File: src/rtl/clock_gen_pkg.sv
// Shared constants, state encoding and ratio clamp for the clock_gen divider.
package clock_gen_pkg;

    localparam int CG_DIV_W       = 16;
    localparam int CG_DEFAULT_DIV = 10;
    localparam int MIN_DIV        = 2;

    typedef enum logic {
        ST_IDLE = 1'b0,
        ST_RUN  = 1'b1
    } state_t;

    // Ratios of 0 or 1 cannot form a high and a low phase, so they become 2.
    function automatic logic [31:0] clamp_div(input logic [31:0] n);
        return (n < 32'(MIN_DIV)) ? 32'(MIN_DIV) : n;
    endfunction

endpackage

File: src/rtl/clock_gen_ratio_reg.sv
// Pending/active divide-ratio registers. A load is held as pending and only
// becomes active when the top signals a period boundary (wrap or start).
module clock_gen_ratio_reg
    import clock_gen_pkg::*;
#(
    parameter int DIV_W       = CG_DIV_W,
    parameter int DEFAULT_DIV = CG_DEFAULT_DIV
) (
    input  logic             clk_i,
    input  logic             rst_i,
    input  logic             div_load_i,
    input  logic [DIV_W-1:0] div_i,
    input  logic             swap_i,
    output logic [DIV_W-1:0] active_o
);

    logic [DIV_W-1:0] pending_q, pending_d;
    logic [DIV_W-1:0] active_q, active_d;
    logic             pendingValid_q, pendingValid_d;
    logic [DIV_W-1:0] divClamped;

    assign divClamped = DIV_W'(clamp_div(32'(div_i)));

    // Swap in the pending ratio at a boundary; a load in the same cycle stays pending.
    always_comb begin
        active_d       = active_q;
        pending_d      = pending_q;
        pendingValid_d = pendingValid_q;
        if (swap_i && pendingValid_q) begin
            active_d       = pending_q;
            pendingValid_d = 1'b0;
        end
        if (div_load_i) begin
            pending_d      = divClamped;
            pendingValid_d = 1'b1;
        end
    end

    // Ratio state registers, reset to the default ratio with nothing pending.
    always_ff @(posedge clk_i) begin
        if (rst_i) begin
            active_q       <= DIV_W'(DEFAULT_DIV);
            pending_q      <= DIV_W'(DEFAULT_DIV);
            pendingValid_q <= 1'b0;
        end else begin
            active_q       <= active_d;
            pending_q      <= pending_d;
            pendingValid_q <= pendingValid_d;
        end
    end

    assign active_o = active_q;

endmodule

File: src/rtl/clock_gen.sv
// Programmable clock divider: registered divided clock, rising-edge tick and
// running flag, all produced in the clk domain from a 0..N-1 period counter.
module clock_gen
    import clock_gen_pkg::*;
#(
    parameter int DIV_W       = CG_DIV_W,
    parameter int DEFAULT_DIV = CG_DEFAULT_DIV
) (
    input  logic             clk,
    input  logic             rst,
    input  logic             en,
    input  logic [DIV_W-1:0] div,
    input  logic             div_load,
    output logic             clk_out,
    output logic             tick,
    output logic             running
);

    state_t           state_q, state_d;
    logic [DIV_W-1:0] cnt_q, cnt_d;
    logic             clkOut_q, clkOut_d;
    logic             tick_q, tick_d;
    logic             swapRatio;
    logic [DIV_W-1:0] activeDiv;
    logic [DIV_W-1:0] halfN;
    logic [DIV_W-1:0] cntNext;
    logic             lastCnt;

    clock_gen_ratio_reg #(
        .DIV_W       (DIV_W),
        .DEFAULT_DIV (DEFAULT_DIV)
    ) u_ratio (
        .clk_i      (clk),
        .rst_i      (rst),
        .div_load_i (div_load),
        .div_i      (div),
        .swap_i     (swapRatio),
        .active_o   (activeDiv)
    );

    assign halfN   = activeDiv >> 1;
    assign cntNext = cnt_q + DIV_W'(1);
    assign lastCnt = (cnt_q == activeDiv - DIV_W'(1));

    // Next-state logic: start, count, wrap-or-stop; clk_out follows the next count.
    always_comb begin
        state_d   = state_q;
        cnt_d     = cnt_q;
        clkOut_d  = clkOut_q;
        tick_d    = 1'b0;
        swapRatio = 1'b0;
        case (state_q)
            ST_IDLE: begin
                cnt_d    = '0;
                clkOut_d = 1'b0;
                if (en) begin
                    state_d   = ST_RUN;
                    clkOut_d  = 1'b1;
                    tick_d    = 1'b1;
                    swapRatio = 1'b1;
                end
            end
            ST_RUN: begin
                if (lastCnt) begin
                    swapRatio = 1'b1;
                    cnt_d     = '0;
                    if (en) begin
                        clkOut_d = 1'b1;
                        tick_d   = 1'b1;
                    end else begin
                        state_d  = ST_IDLE;
                        clkOut_d = 1'b0;
                    end
                end else begin
                    cnt_d    = cntNext;
                    clkOut_d = (cntNext < halfN);
                end
            end
            default: begin
                state_d  = ST_IDLE;
                cnt_d    = '0;
                clkOut_d = 1'b0;
            end
        endcase
    end

    // State and output registers; reset wins over everything else.
    always_ff @(posedge clk) begin
        if (rst) begin
            state_q  <= ST_IDLE;
            cnt_q    <= '0;
            clkOut_q <= 1'b0;
            tick_q   <= 1'b0;
        end else begin
            state_q  <= state_d;
            cnt_q    <= cnt_d;
            clkOut_q <= clkOut_d;
            tick_q   <= tick_d;
        end
    end

    assign clk_out = clkOut_q;
    assign tick    = tick_q;
    assign running = (state_q == ST_RUN);

endmodule

File: config.mk
export PLATFORM = sky130hd
export DESIGN_NAME = clock_gen
export DESIGN_NICKNAME = d
export VERILOG_FILES = /design/src/rtl/clock_gen_pkg.sv /design/src/rtl/clock_gen_ratio_reg.sv /design/src/rtl/clock_gen.sv
export SDC_FILE = /design/constraint.sdc
export NUM_CORES = 1
export LEC_CHECK = 0
export BUFFER_PORTS_ARGS = -buffer_cell sky130_fd_sc_hd__buf_4
export CAP_MARGIN = 0
export CORE_ASPECT_RATIO = 1.25
export CORE_UTILIZATION = 54
export DETAILED_ROUTE_END_ITERATION = 7
export PLACE_DENSITY_LB_ADDON = 0.05
export SYNTH_ARGS = -nofsm -noshare
export SYNTH_HDL_FRONTEND = slang
export SYNTH_SLANG_ARGS = --single-unit
File: constraint.sdc
create_clock -name clk -period 3 [get_ports clk]
set_input_delay 0.9 -clock clk [delete_from_list [all_inputs] [get_ports clk]]
set_output_delay 0.9 -clock clk [all_outputs]
set_load 0.02 [all_outputs]
=== After elaboration in Yosys (flattened, before gate mapping) ===
Index checks and enable logic that the tools add are counted.

* Register bits after elaboration: 52
* Latch bits: 0
* Memory bits (writable): 0
* Bits in read-only memories: 0
* Output and inout port bits: 3
* Logic and storage cells: 29
* Memories: 0

* Add/subtract/negate cells: 2
* Multipliers: 0
* Div/mod/pow operators: 0
* $lt $le $gt $ge: 2
* Equal/unequal tests: 1
* Shift operators: 0
* Multiplexer cells: 14
* Bitwise gates (word level): 1
* Reduce and logical (&&, ||, !) cells: 2

{| class="wikitable"
|+ Operators with widths
! cell !! number
|-
| two-way mux 16 bit || 2
|-
| case mux 16 bit (2 select lines) || 1
|-
| adder 16 x 1 -> 16 bit, second input constant || 1
|-
| equality test 16 bit || 1
|-
| less-than comparator 16 x 15 -> 1 bit || 1
|-
| less-than comparator 16 x 2 -> 1 bit, second input constant || 1
|-
| subtractor 16 x 1 -> 16 bit, second input constant || 1
|-
| case mux 1 bit (2 select lines) || 4
|-
| two-way mux 1 bit || 7
|-
| nonzero test 2 bit || 1
|-
| logical AND 1 bit || 1
|-
| inverter 1 bit || 1
|}

=== Depth between registers and ports, before layout ===
* Word-level depth: 7
* Gate-level depth with buffers: 14

=== Cells and area by module ===
A second synthesis with hierarchy kept.

* Cells, all modules: 344
* Area total of the unflattened synthesis: 2,999.1 µm²

{| class="wikitable"
|+ Modules (own cells, without submodules)
! module !! times used !! cells an instance !! area an instance (µm²)
|-
| clock_gen || 1 || 209 || 1,750.4
|-
| clock_gen_ratio_reg || 1 || 135 || 1,248.7
|}

=== Worst setup path before layout ===
Ideal clock, no wire load.

* Kind: register to register
* Start: register u_ratio.active_q[0] (netlist: u_ratio.active_o[0])
* End: register u_ratio.active_q[1] (netlist: u_ratio.active_o[1])
* Library setup time: 72 ps
* Arrival time: 2,772 ps
* Data required time: 2,928 ps
* Path slack: 157 ps
* Stages on the path, launching flop included: 14
* Clock period less this slack: 2,843 ps
* Cells stage by stage: dfxtp_1 > inv_1 > ha_1 > buf_2 > or4b_1 > clkbuf_1 > or4_1 > o211ai_1 > and4_1 > nand4_1 > a21boi_1 > buf_4 > buf_12 > mux2i_1

* Word-level cells in the longest chain between the ends: 5

{| class="wikitable"
|+ RTL lines
! item !! line !! text
|-
| from (decl) || clock_gen_ratio_reg.sv:18 || <nowiki>logic [DIV_W-1:0] active_q, active_d;</nowiki>
|-
| from (signal assigned) || clock_gen_ratio_reg.sv:42 || <nowiki>active_q <= DIV_W'(DEFAULT_DIV);</nowiki>
|-
| from (signal assigned) || clock_gen_ratio_reg.sv:46 || <nowiki>active_q <= active_d;</nowiki>
|-
| subtractor 16 x 1 -> 16 bit || clock_gen.sv:43 || <nowiki>assign lastCnt = (cnt_q == activeDiv - DIV_W'(1));</nowiki>
|-
| equality test 16 bit || clock_gen.sv:43 ||
|-
| two-way mux 1 bit || clock_gen.sv:64 || <nowiki>if (lastCnt) begin</nowiki>
|-
| case mux 1 bit (2 select lines) || clock_gen.sv:52 || <nowiki>case (state_q)</nowiki>
|-
| logical AND 1 bit || clock_gen_ratio_reg.sv:29 || <nowiki>if (swap_i && pendingValid_q) begin</nowiki>
|}

No other way between the ends.
A chain may end at the register's enable or synchronous reset.

=== Worst setup path after layout ===
* Start: register u_ratio.active_q[6] (netlist: u_ratio.active_o[6])
* End: register u_ratio.active_q[1] (netlist: u_ratio.active_o[1])

The elaborated chain is that of the path after synthesis.

==> flow_summary.ini <==
[timing]
tightest_slew_ns = 0.538
layout_min_cycle_time_ns = 2.81
slew_headroom_pct = 63.2
rsz_0062_raised_after_global_routing = false
slew_viol_final = 0
finalHoldViolations = 0
final.period_utilization_pct = 93.6
finalClockSkew_ns = 0.0143
fin_setup_tns_ns = 0
fmaxAchievable_mhz = 356
setup_viol = 0

[power_and_ir_drop]
power_density_nw_per_um2 = 376
static-leakage-power_uw = 0.00141
irDropWorstVdd_v = 0.000312

[worst_hold_path]
min-delay-start = u_ratio.pending_q[0]
holdCritPathClass = reg -> reg
cell_depth_of_the_worst_min_delay_path = 2
min_to = u_ratio.pending_q[0]

[detailed_routing]
detail_route.iter0.violations = 91
dr.pass1.iters = 4
antenna_violating_nets_post_route = 0
avgViaCountPerCell = 5.50
via_count = 2399
route.final.wire_length_um = 6070
route.detailed.wl_per_inst_um = 13.9
remaining_drc_errors = 0

[layout]
post_route_cells_drive_above_1_share_pct = 15.3
multiInputGateArea_um2 = 1880
final_core_util_pct = 62.2
instances_no_fill = 436
design.final.nets = 407
num_antenna_cells = 0
nFillCells = 500
area.growth.synth_to_final_pct = 10.2
final-seq-area_um2 = 1040

[yosys]
synthesis.area_per_instance_um2 = 8.71
synthesis.instances = 355
synth_area_leader_cell = dfxtp_1
synth_top_area_share_pct = 33.7
synthTopCellsByCount = dfxtp_1 (52), nor2_1 (32), mux2i_1 (29), nand2b_1 (29), inv_1 (23)
yosys.cell_count.top_type = dfxtp_1
yosysWarnings = 0
synth-seq-area-share_pct = 33.7
synth.area.top_cells = dfxtp_1 (34%), mux2i_1 (9.4%), ha_1 (6.5%), nand2b_1 (5.9%), xnor2_1 (5.7%)
post_synth_instance_area_um2 = 3090
syn_nets = 391
yosys.cell_types.count = 54
yosys_register_bits = 52
synth-main-ff-cell = dfxtp_1
async_reset_ff_share_pct = 0
synth-edff-count = 0

[flow_run]
max_cap_viol_count = 0

[die]
i_o_pin_cnt = 23
die_footprint_um2 = 6040
die_y_um = 86.6
die_w_um = 69.7
start_util_pct = 56.4
placementRows = 30
core_area_um2 = 5480

[setup_path]
reg2reg_slack_ns = 0.19
maximum_fanout_along_the_worst_path = 16
critPathKind = reg -> reg
worstPathArrival_ns = 3.05
end_kind = register
timing.reg2reg.worst_path_depth = 9
startpoint_type = register
crit-reg2reg-launch = u_ratio.active_o[6]
critical_path_required_ns = 3.24
regToRegEndpoint = u_ratio.active_o[1]

[place]
finalWeightedCongestion = 0.780
dp.cells = 428
dp_hpwl_um = 4660
placement.io_buffers = 22

[status]
status = completed

[global_route]
grt.overflow.total = 0
pin_count_of_the_biggest_net_entering_global_routing = 54
grt.total_usage_pct = 21.6
wire_length_of_the_first_global_routing_pass_um = 10500
via_count_of_the_first_global_routing_pass = 2289
antenna_found_initial = 0

[clocking]
cts_hold_buf = 0
tritoncts = done
clock_insertion_delay_worst_skew_ns = 0.31
clock_tree.root_cell = clkbuf_8
clk_pin_slew_worst_paths_ns = 0.10
cts_repair_resize_count = 0
cts_buffer_depth = 2
post_cts_buffers = 0
htree_levels = 2
cts_sinks = 52
numCtsBuffers = 5
worst max-delay path by stage:
stage,to,cells after the start,from,slack [ns]
floorplan,u_ratio.active_o[1],13,u_ratio.active_o[0],0.16
global placement,u_ratio.active_o[4],11,u_ratio.active_o[0],0.16
detailed placement,u_ratio.active_o[1],11,u_ratio.active_o[1],0.09
CTS,u_ratio.active_o[1],11,u_ratio.active_o[1],0.07
global route,u_ratio.active_o[5],10,u_ratio.active_o[6],0.02
finish,u_ratio.active_o[1],9,u_ratio.active_o[6],0.19
layout by cell type, fill, tap and decap left out, types with 7 or more instances in the layout:
cell type,netlist,routed
a21oi_1,10,10
nor4_1,8,8
dfxtp_1,52,50
nand3_1,16,16
xor2_1,11,11
buf_4,1,28
nor2_1,32,32
mux2i_1,29,29
nand2b_1,29,29
inv_1,23,23
ha_1,16,16
nand2_1,12,12
xnor2_1,20,20
nor3_1,9,8
nor2b_2,7,7
cells by family after synthesis:
| kind of cell | share of synthesized area (%) |
|---|---|
| adders and majority gates | 6.47 |
| AOI/OAI and AO/OA | 8.54 |
| buffers and inverters | 6.27 |
| and+or+nand+nor | 26.5 |
| DFF | 33.7 |
| xor gates and xnor gates | 8.78 |
| muxes | 9.75 |
worst max-delay path, cell delays in order (launching register included):
cell and delay [ns]:
dfxtp_1 0.38, or4_1 0.55, or4_4 0.47, nor2_1 0.16
mux2_2 0.34, inv_1 0.07, nand4_1 0.15, a21boi_2 0.22
buf_12 0.19, mux2i_1 0.20
power breakdown:
group / internal (uW) / switching, uW / total, uW
sequential: 711 / 16.1 / 727
combinational: 70.9 / 67.9 / 139
clock: 171 / 243 / 415
layer usage:
layer	vias up	track usage, %	share of wire [%]
met1	1093	27.8	48
li1	1251	-	-
met4	0	8.73	2.2
met2	43	36.3	47
met5	-	0	0
met3	12	3.26	2.8
layout make-up:
| cell class | count | area share [%] |
|---|---|---|
| inverter | 23 | 2.53 |
| clock inverter | 2 | 0.514 |
| sequential | 52 | 30.6 |
| timing repair buffer | 29 | 6.76 |
| multi-input combinational | 260 | 55.1 |
| tap | 64 | 2.35 |
| clock buffer | 6 | 2.13 |
metrics by stage:
step           hold WS [ns]  area [um2]  setup WS, ns  power [uW]
6_report              0.476        3410         0.191        1280
5_1_grt               0.495        3410        0.0151        1340
4_1_cts               0.480        3390        0.0694        1300
3_5_place_dp          0.464        3300        0.0912         882
3_3_place_gp          0.460        3300         0.159         880
2_1_floorplan         0.437        3090         0.157         836
registers in the layout (all words and copies together), names as in the netlist:
signal,count
cnt_q,16
u_ratio.active_o,16
u_ratio.pending_q,16
clk_out,1
running,1
tick,1
u_ratio.pendingValid_q,1
No activity file was read; power rests on OpenSTA's default activity.
